$ cat src/rtl/clint_pkg.sv
// -----------------------------------------------------------------------------
// clint_pkg
// Shared definitions for the core-local interruptor (CLINT):
//   - word offsets of the memory-mapped registers inside the CLINT window
//   - be_merge(): byte-lane write merge used by every writable register
// No ports (package).
// -----------------------------------------------------------------------------
package clint_pkg;

  localparam logic [31:0] CLINT_MSIP_OFF        = 32'h0000_0000;
  localparam logic [31:0] CLINT_MTIMECMP_LO_OFF = 32'h0000_4000;
  localparam logic [31:0] CLINT_MTIMECMP_HI_OFF = 32'h0000_4004;
  localparam logic [31:0] CLINT_MTIME_LO_OFF    = 32'h0000_BFF8;
  localparam logic [31:0] CLINT_MTIME_HI_OFF    = 32'h0000_BFFC;

  // Replace only the byte lanes whose enable bit is set.
  function automatic logic [31:0] be_merge(input logic [31:0] old_val,
                                           input logic [31:0] wdata,
                                           input logic [3:0]  be);
    logic [31:0] res;
    res = old_val;
    for (int i = 0; i < 4; i++) begin
      if (be[i]) res[8*i +: 8] = wdata[8*i +: 8];
    end
    return res;
  endfunction

endpackage

$ cat src/rtl/clint_timer.sv
// -----------------------------------------------------------------------------
// clint_timer
// Prescaler plus 64-bit free-running machine timer (mtime) with independent
// loads of the low and high halves.
// Ports:
//   clk          in   core clock
//   rst          in   synchronous active-high reset
//   i_wr_lo      in   load mtime[31:0] from i_wdata_lo this edge
//   i_wr_hi      in   load mtime[63:32] from i_wdata_hi this edge
//   i_wdata_lo   in   32-bit value for the low half (already lane-merged)
//   i_wdata_hi   in   32-bit value for the high half (already lane-merged)
//   o_mtime      out  current 64-bit mtime
// -----------------------------------------------------------------------------
module clint_timer #(
  parameter int TICK_DIV = 1
) (
  input  logic        clk,
  input  logic        rst,
  input  logic        i_wr_lo,
  input  logic        i_wr_hi,
  input  logic [31:0] i_wdata_lo,
  input  logic [31:0] i_wdata_hi,
  output logic [63:0] o_mtime
);

  localparam int PW = (TICK_DIV > 1) ? $clog2(TICK_DIV) : 1;
  localparam logic [PW-1:0] PRESC_LAST = PW'(TICK_DIV - 1);

  logic [PW-1:0] r_presc;
  logic [63:0]   r_mtime;
  logic          w_tick;

  assign w_tick  = (r_presc == PRESC_LAST);
  assign o_mtime = r_mtime;

  // Prescaler keeps running across mtime writes so the tick cadence is stable.
  always_ff @(posedge clk) begin
    if (rst) begin
      r_presc <= '0;
    end else if (w_tick) begin
      r_presc <= '0;
    end else begin
      r_presc <= r_presc + 1'b1;
    end
  end

  // A write to either half suppresses the increment for the whole counter;
  // the unwritten half keeps its pre-edge value.
  always_ff @(posedge clk) begin
    if (rst) begin
      r_mtime <= '0;
    end else if (i_wr_lo || i_wr_hi) begin
      if (i_wr_lo) r_mtime[31:0]  <= i_wdata_lo;
      if (i_wr_hi) r_mtime[63:32] <= i_wdata_hi;
    end else if (w_tick) begin
      r_mtime <= r_mtime + 64'd1;
    end
  end

endmodule

$ cat src/rtl/clint.sv
// -----------------------------------------------------------------------------
// clint
// Core-local interruptor: memory-mapped msip, mtimecmp and mtime registers on
// the data-memory bus, producing registered software/timer interrupt levels.
// Ports:
//   clk                 in   core clock
//   rst                 in   synchronous active-high reset
//   bus_read            in   single-cycle read strobe
//   bus_write           in   single-cycle write strobe
//   bus_address         in   byte address within the CLINT window ([1:0] ignored)
//   bus_byteenable      in   write byte lanes
//   bus_writedata       in   write data
//   bus_readdata        out  read data, registered, valid the cycle after bus_read
//   software_interrupt  out  registered copy of msip[0]
//   timer_interrupt     out  registered (mtime >= mtimecmp)
// -----------------------------------------------------------------------------
module clint
  import clint_pkg::*;
#(
  parameter int TICK_DIV = 1,
  parameter int ADDR_W   = 16
) (
  input  logic              clk,
  input  logic              rst,
  input  logic              bus_read,
  input  logic              bus_write,
  input  logic [ADDR_W-1:0] bus_address,
  input  logic [3:0]        bus_byteenable,
  input  logic [31:0]       bus_writedata,
  output logic [31:0]       bus_readdata,
  output logic              software_interrupt,
  output logic              timer_interrupt
);

  logic [31:0] w_word_addr;
  logic        w_unused_addr;
  logic        w_sel_msip;
  logic        w_sel_cmp_lo;
  logic        w_sel_cmp_hi;
  logic        w_sel_mt_lo;
  logic        w_sel_mt_hi;
  logic [63:0] w_mtime;
  logic [31:0] w_mtime_lo_new;
  logic [31:0] w_mtime_hi_new;
  logic [31:0] w_rdata;

  logic [63:0] r_mtimecmp;
  logic        r_msip;
  logic [31:0] r_readdata;
  logic        r_sip;
  logic        r_tip;

  // Byte offset with the sub-word bits forced to zero, widened for decode.
  assign w_word_addr   = {{(32-ADDR_W){1'b0}}, bus_address[ADDR_W-1:2], 2'b00};
  assign w_unused_addr = ^bus_address[1:0];

  assign w_sel_msip   = (w_word_addr == CLINT_MSIP_OFF);
  assign w_sel_cmp_lo = (w_word_addr == CLINT_MTIMECMP_LO_OFF);
  assign w_sel_cmp_hi = (w_word_addr == CLINT_MTIMECMP_HI_OFF);
  assign w_sel_mt_lo  = (w_word_addr == CLINT_MTIME_LO_OFF);
  assign w_sel_mt_hi  = (w_word_addr == CLINT_MTIME_HI_OFF);

  assign w_mtime_lo_new = be_merge(w_mtime[31:0],  bus_writedata, bus_byteenable);
  assign w_mtime_hi_new = be_merge(w_mtime[63:32], bus_writedata, bus_byteenable);

  clint_timer #(
    .TICK_DIV (TICK_DIV)
  ) u_timer (
    .clk        (clk),
    .rst        (rst),
    .i_wr_lo    (bus_write && w_sel_mt_lo),
    .i_wr_hi    (bus_write && w_sel_mt_hi),
    .i_wdata_lo (w_mtime_lo_new),
    .i_wdata_hi (w_mtime_hi_new),
    .o_mtime    (w_mtime)
  );

  // Read mux from pre-edge register values; unmapped addresses read zero.
  always_comb begin
    w_rdata = '0;
    if (w_sel_msip)        w_rdata = {31'd0, r_msip};
    else if (w_sel_cmp_lo) w_rdata = r_mtimecmp[31:0];
    else if (w_sel_cmp_hi) w_rdata = r_mtimecmp[63:32];
    else if (w_sel_mt_lo)  w_rdata = w_mtime[31:0];
    else if (w_sel_mt_hi)  w_rdata = w_mtime[63:32];
  end

  always_ff @(posedge clk) begin
    if (rst) begin
      r_mtimecmp <= '1;
      r_msip     <= 1'b0;
      r_readdata <= '0;
      r_sip      <= 1'b0;
      r_tip      <= 1'b0;
    end else begin
      if (bus_write) begin
        if (w_sel_msip && bus_byteenable[0]) r_msip <= bus_writedata[0];
        if (w_sel_cmp_lo)
          r_mtimecmp[31:0]  <= be_merge(r_mtimecmp[31:0],  bus_writedata, bus_byteenable);
        if (w_sel_cmp_hi)
          r_mtimecmp[63:32] <= be_merge(r_mtimecmp[63:32], bus_writedata, bus_byteenable);
      end
      if (bus_read) r_readdata <= w_rdata;
      // Interrupt levels are one register behind the architectural state.
      r_sip <= r_msip;
      r_tip <= (w_mtime >= r_mtimecmp);
    end
  end

  assign bus_readdata       = r_readdata;
  assign software_interrupt = r_sip;
  assign timer_interrupt    = r_tip;

endmodule
$ cat config.mk
export PLATFORM = sky130hd
export DESIGN_NAME = clint
export DESIGN_NICKNAME = d
export VERILOG_FILES = /design/src/rtl/clint_pkg.sv /design/src/rtl/clint_timer.sv /design/src/rtl/clint.sv
export SDC_FILE = /design/constraint.sdc
export NUM_CORES = 1
export LEC_CHECK = 0
export ABC_AREA = 1
export BUFFER_PORTS_ARGS = -buffer_cell sky130_fd_sc_hd__buf_2
export CAP_MARGIN = 20
export CORE_ASPECT_RATIO = 1.75
export CORE_MARGIN = 1.5
export CORE_UTILIZATION = 43
export DETAILED_ROUTE_END_ITERATION = 10
export PLACE_DENSITY = 0.72
export SKIP_LAST_GASP = 1
export SYNTH_ARGS = -nofsm -noshare
export SYNTH_HDL_FRONTEND = slang
export SYNTH_SLANG_ARGS = --single-unit
$ cat constraint.sdc
create_clock -name clk -period 3.8 [get_ports clk]
set_clock_uncertainty 0.2 [all_clocks]
set_input_delay 0.57 -clock clk [delete_from_list [all_inputs] [get_ports clk]]
set_output_delay 0.57 -clock clk [all_outputs]
set_load 0.02 [all_outputs]
==> flow_summary.ini <==
[critical_path]
cp-start-kind = flop
critical_path.max_fanout = 8
timing.critical_path.slowest_stage_cell = sky130_fd_sc_hd__dfxtp_1
path_class = reg -> reg
worstPathArrival_ns = 3.17
critical_path_required_ns = 3.96
worst-path-buf-inv = 0
crit_chain = ha_1 -> nand2_1 -> nor2_2 -> nand3_1 -> nor2_1 -> nand2_1 -> xor2_1 -> nand2_1 -> nand2_1 -> nor2_1 -> nor2_1
setup.worst_path.end_class = flop
cell_family_contributing_the_most_delay_on_the_critical_path = simple AND/OR/NAND/NOR gates
critPathMaxStageDelay_ns = 0.47
crit_path_frequent_cell = sky130_fd_sc_hd__nand2_1

[cts]
post_cts_resize_count = 0
postCtsHoldBufs = 0
cts_clock_pin_slew_for_the_worst_setup_and_hold_paths_ns = 0.07
clock_tree_from_tritoncts = yes
numCtsBuffers = 17
cts_root_buffer = sky130_fd_sc_hd__clkbuf_16
clock_latency_ns = 0.46
cts_post_setup_buffers_inserted = 0
number_of_sinks_handled_by_clock_tree_synthesis = 164
cts-htree-levels = 4
cts_buffer_depth = 2

[placed_design]
placedCellCount = 2265
post_dp_hpwl_mm = 33.1
io_buffers = 87
routability_congestion = 0.991

[run_status]
run_status = finished, final reports clean

[drt]
drc = 0
drt_wl_total_mm = 42.2
wire_per_inst_um = 18.4
dr.first_iter.drc_count = 785
first_pass_iters = 6
drt-vias-per-instance = 5.42
num_vias = 12448
route.antenna.remaining_nets = 0

[synth]
syn-cell-area_um2 = 11400
syn_inst = 1901
portion_of_the_post_synthesis_area_used_by_sequential_elements = 0.287
syn_area_per_cell_um2 = 6.01
synth-async-reset-ratio = 0
mappedNetlistNets = 2022
synth.distinct_cells = 40
ys_dominant_reg_cell = sky130_fd_sc_hd__dfxtp_1
postSynthRegisterBits = 164
post_synth_edffs = 0
yosysWarnings = 0

[sta]
setup-tns-final_ns = 0
slew-limit-headroom = 0.333
clock.fmax_mhz = 332
final.period_utilization = 0.793
setup_viol_count_final = 0
finalMaxSlewViolations = 0
period_needed_ns = 3.01
hold_violations = 0
worstMarginPinSlew_ns = 1.00
grt_setup_unrepaired = no

[power_and_ir_drop]
power_switching_share = 0.282
intPower_mw = 2.77
leak_pwr_nw = 6.44
combinationalPowerShare = 0.099
irDropWorstVdd_mv = 0.299
power.density_cell_area_nw_per_um2 = 304
power_frac_seq = 0.478
net-switching-power_mw = 1.09
power.clock.fraction = 0.423

[die]
floorplan.initialDensity = 0.439
core-area_um2 = 26100
placement_rows = 78
fp.dieArea_um2 = 27600
boundaryPins = 90
die_extent_in_x_um = 126
die_h_um = 219

[global_route]
grt_pass1_wl_mm = 65.1
grt_antenna_before_repair = 0
globalRouteTotalUtil = 0.314
global_route.overflow_total = 0
number_of_global_route_vias_before_repair = 11892
pin_count_of_the_biggest_net_entering_global_routing = 67

[hold_path]
hp-class = in -> reg

[run]
timing.max_cap.violations = 0

[finish]
final_cells = 2297
areaGrowthSynthToFinish_pct = 11.0
layout_cells_sized_above_1 = 0.0845
finalNetCount = 2085
insertedDiodeCount = 0
registers in the layout (all words and copies together), names as in the netlist:
register and flops:
software_interrupt 1, r_mtimecmp 64, u_timer.o_mtime 64, bus_readdata 32
u_timer.r_presc 1, timer_interrupt 1, r_msip 1
worst register-to-register path: cells and delay by family (launching register included):
| kind | cells | cell delay (ns) |
|---|---|---|
| xor+xnor | 1 | 0.20 |
| fa+ha+maj | 1 | 0.29 |
| flops | 1 | 0.47 |
| simple gates | 9 | 1.76 |
power by group through the flow:
stage / Sequential, mW / Combinational (mW) / Clock [mW]
3_5_place_dp: 1.88 / 0.379 / 0
5_1_grt: 1.85 / 0.437 / 1.72
3_3_place_gp: 1.88 / 0.369 / 0
4_1_cts: 1.84 / 0.382 / 1.66
2_1_floorplan: 1.85 / 0.259 / 0
6_report: 1.84 / 0.382 / 1.64
synth_stat cells (all sizes together) (2+ instances only):
cell    number  share of area
nor3b        5         0.0047
clkbuf      35          0.011
xor2        24          0.018
dfxtp      164           0.29
inv        205          0.067
o211ai      25          0.017
ha          65          0.071
nor3        48          0.023
nand4       36          0.020
and2         3         0.0016
o21ai       79          0.035
nand2      603           0.20
o21a         3         0.0020
buf         29          0.015
xnor2        2         0.0015
nor2       289          0.098
a21oi      158          0.069
nand3      121          0.054
logic make-up after synthesis:
kind of cell               after synthesis  share of synthesized area
and+or+nand+nor                       1108                      0.403
buffers and inverters                  270                     0.0939
AOI/OAI and AO/OA                      267                      0.124
DFF                                    164                      0.287
adders and majority gates               65                     0.0711
xor gates and xnor gates                26                     0.0199
other                                    1                   0.000328
metrics by stage:
step | util | hold WS [ns] | area [um2] | total power, mW | setup WS (ns)
after floorplan | - | 0.224 | 11400 | 2.11 | 1.61
after global placement | 0.466 | 0.238 | 12200 | 2.25 | 0.861
after detailed placement | 0.466 | 0.244 | 12200 | 2.26 | 0.844
after CTS | 0.487 | 0.118 | 12700 | 3.89 | 0.829
after global routing | 0.487 | 0.136 | 12700 | 4.00 | 0.689
final | 0.487 | 0.136 | 12700 | 3.86 | 0.787
cells in the final DEF (no fill, tap or decap), types with 17 or more instances in the layout:
cell type / instances
sky130_fd_sc_hd__nand3_1: 118
sky130_fd_sc_hd__dfxtp_1: 164
sky130_fd_sc_hd__buf_4: 20
sky130_fd_sc_hd__inv_1: 197
sky130_fd_sc_hd__o21ai_0: 72
sky130_fd_sc_hd__o211ai_1: 24
sky130_fd_sc_hd__clkbuf_16: 17
sky130_fd_sc_hd__nor3_1: 44
sky130_fd_sc_hd__nand2_1: 597
sky130_fd_sc_hd__ha_1: 65
sky130_fd_sc_hd__a21oi_1: 158
sky130_fd_sc_hd__nor2_1: 282
sky130_fd_sc_hd__buf_2: 87
sky130_fd_sc_hd__xor2_1: 24
sky130_fd_sc_hd__nand4_1: 36
metal layers:
metal,global-route usage,share of wire,up-vias
met5,0,0,-
met4,0.274,0.092,0
met3,0.0455,0.040,167
met2,0.575,0.51,384
met1,0.305,0.35,5668
li1,-,-,6229
path summary, 6_finish.rpt:
kind	startpoint	to	slack, ns	depth (start not counted)
max	u_timer.o_mtime[0]$_SDFFE_PP0P_	u_timer.o_mtime[30]$_SDFFE_PP0P_	0.79	11
min	bus_read	bus_readdata[0]$_SDFFE_PP0P_	0.14	2
max reg2reg	u_timer.o_mtime[0]$_SDFFE_PP0P_	u_timer.o_mtime[30]$_SDFFE_PP0P_	0.79	11
min reg2reg	bus_readdata[25]$_SDFFE_PP0P_	bus_readdata[25]$_SDFFE_PP0P_	0.26	2
cell type report:
cell class / count / area, um2
fill: 2837 / 13400
multi-input combinational: 1467 / 7090
clock inverter: 7 / 50.0
tap: 320 / 400
clock buffer: 25 / 485
inverter: 206 / 773
sequential: 164 / 3280
timing repair buffer: 108 / 606
Note: power is estimated with default switching activity, not from simulation.
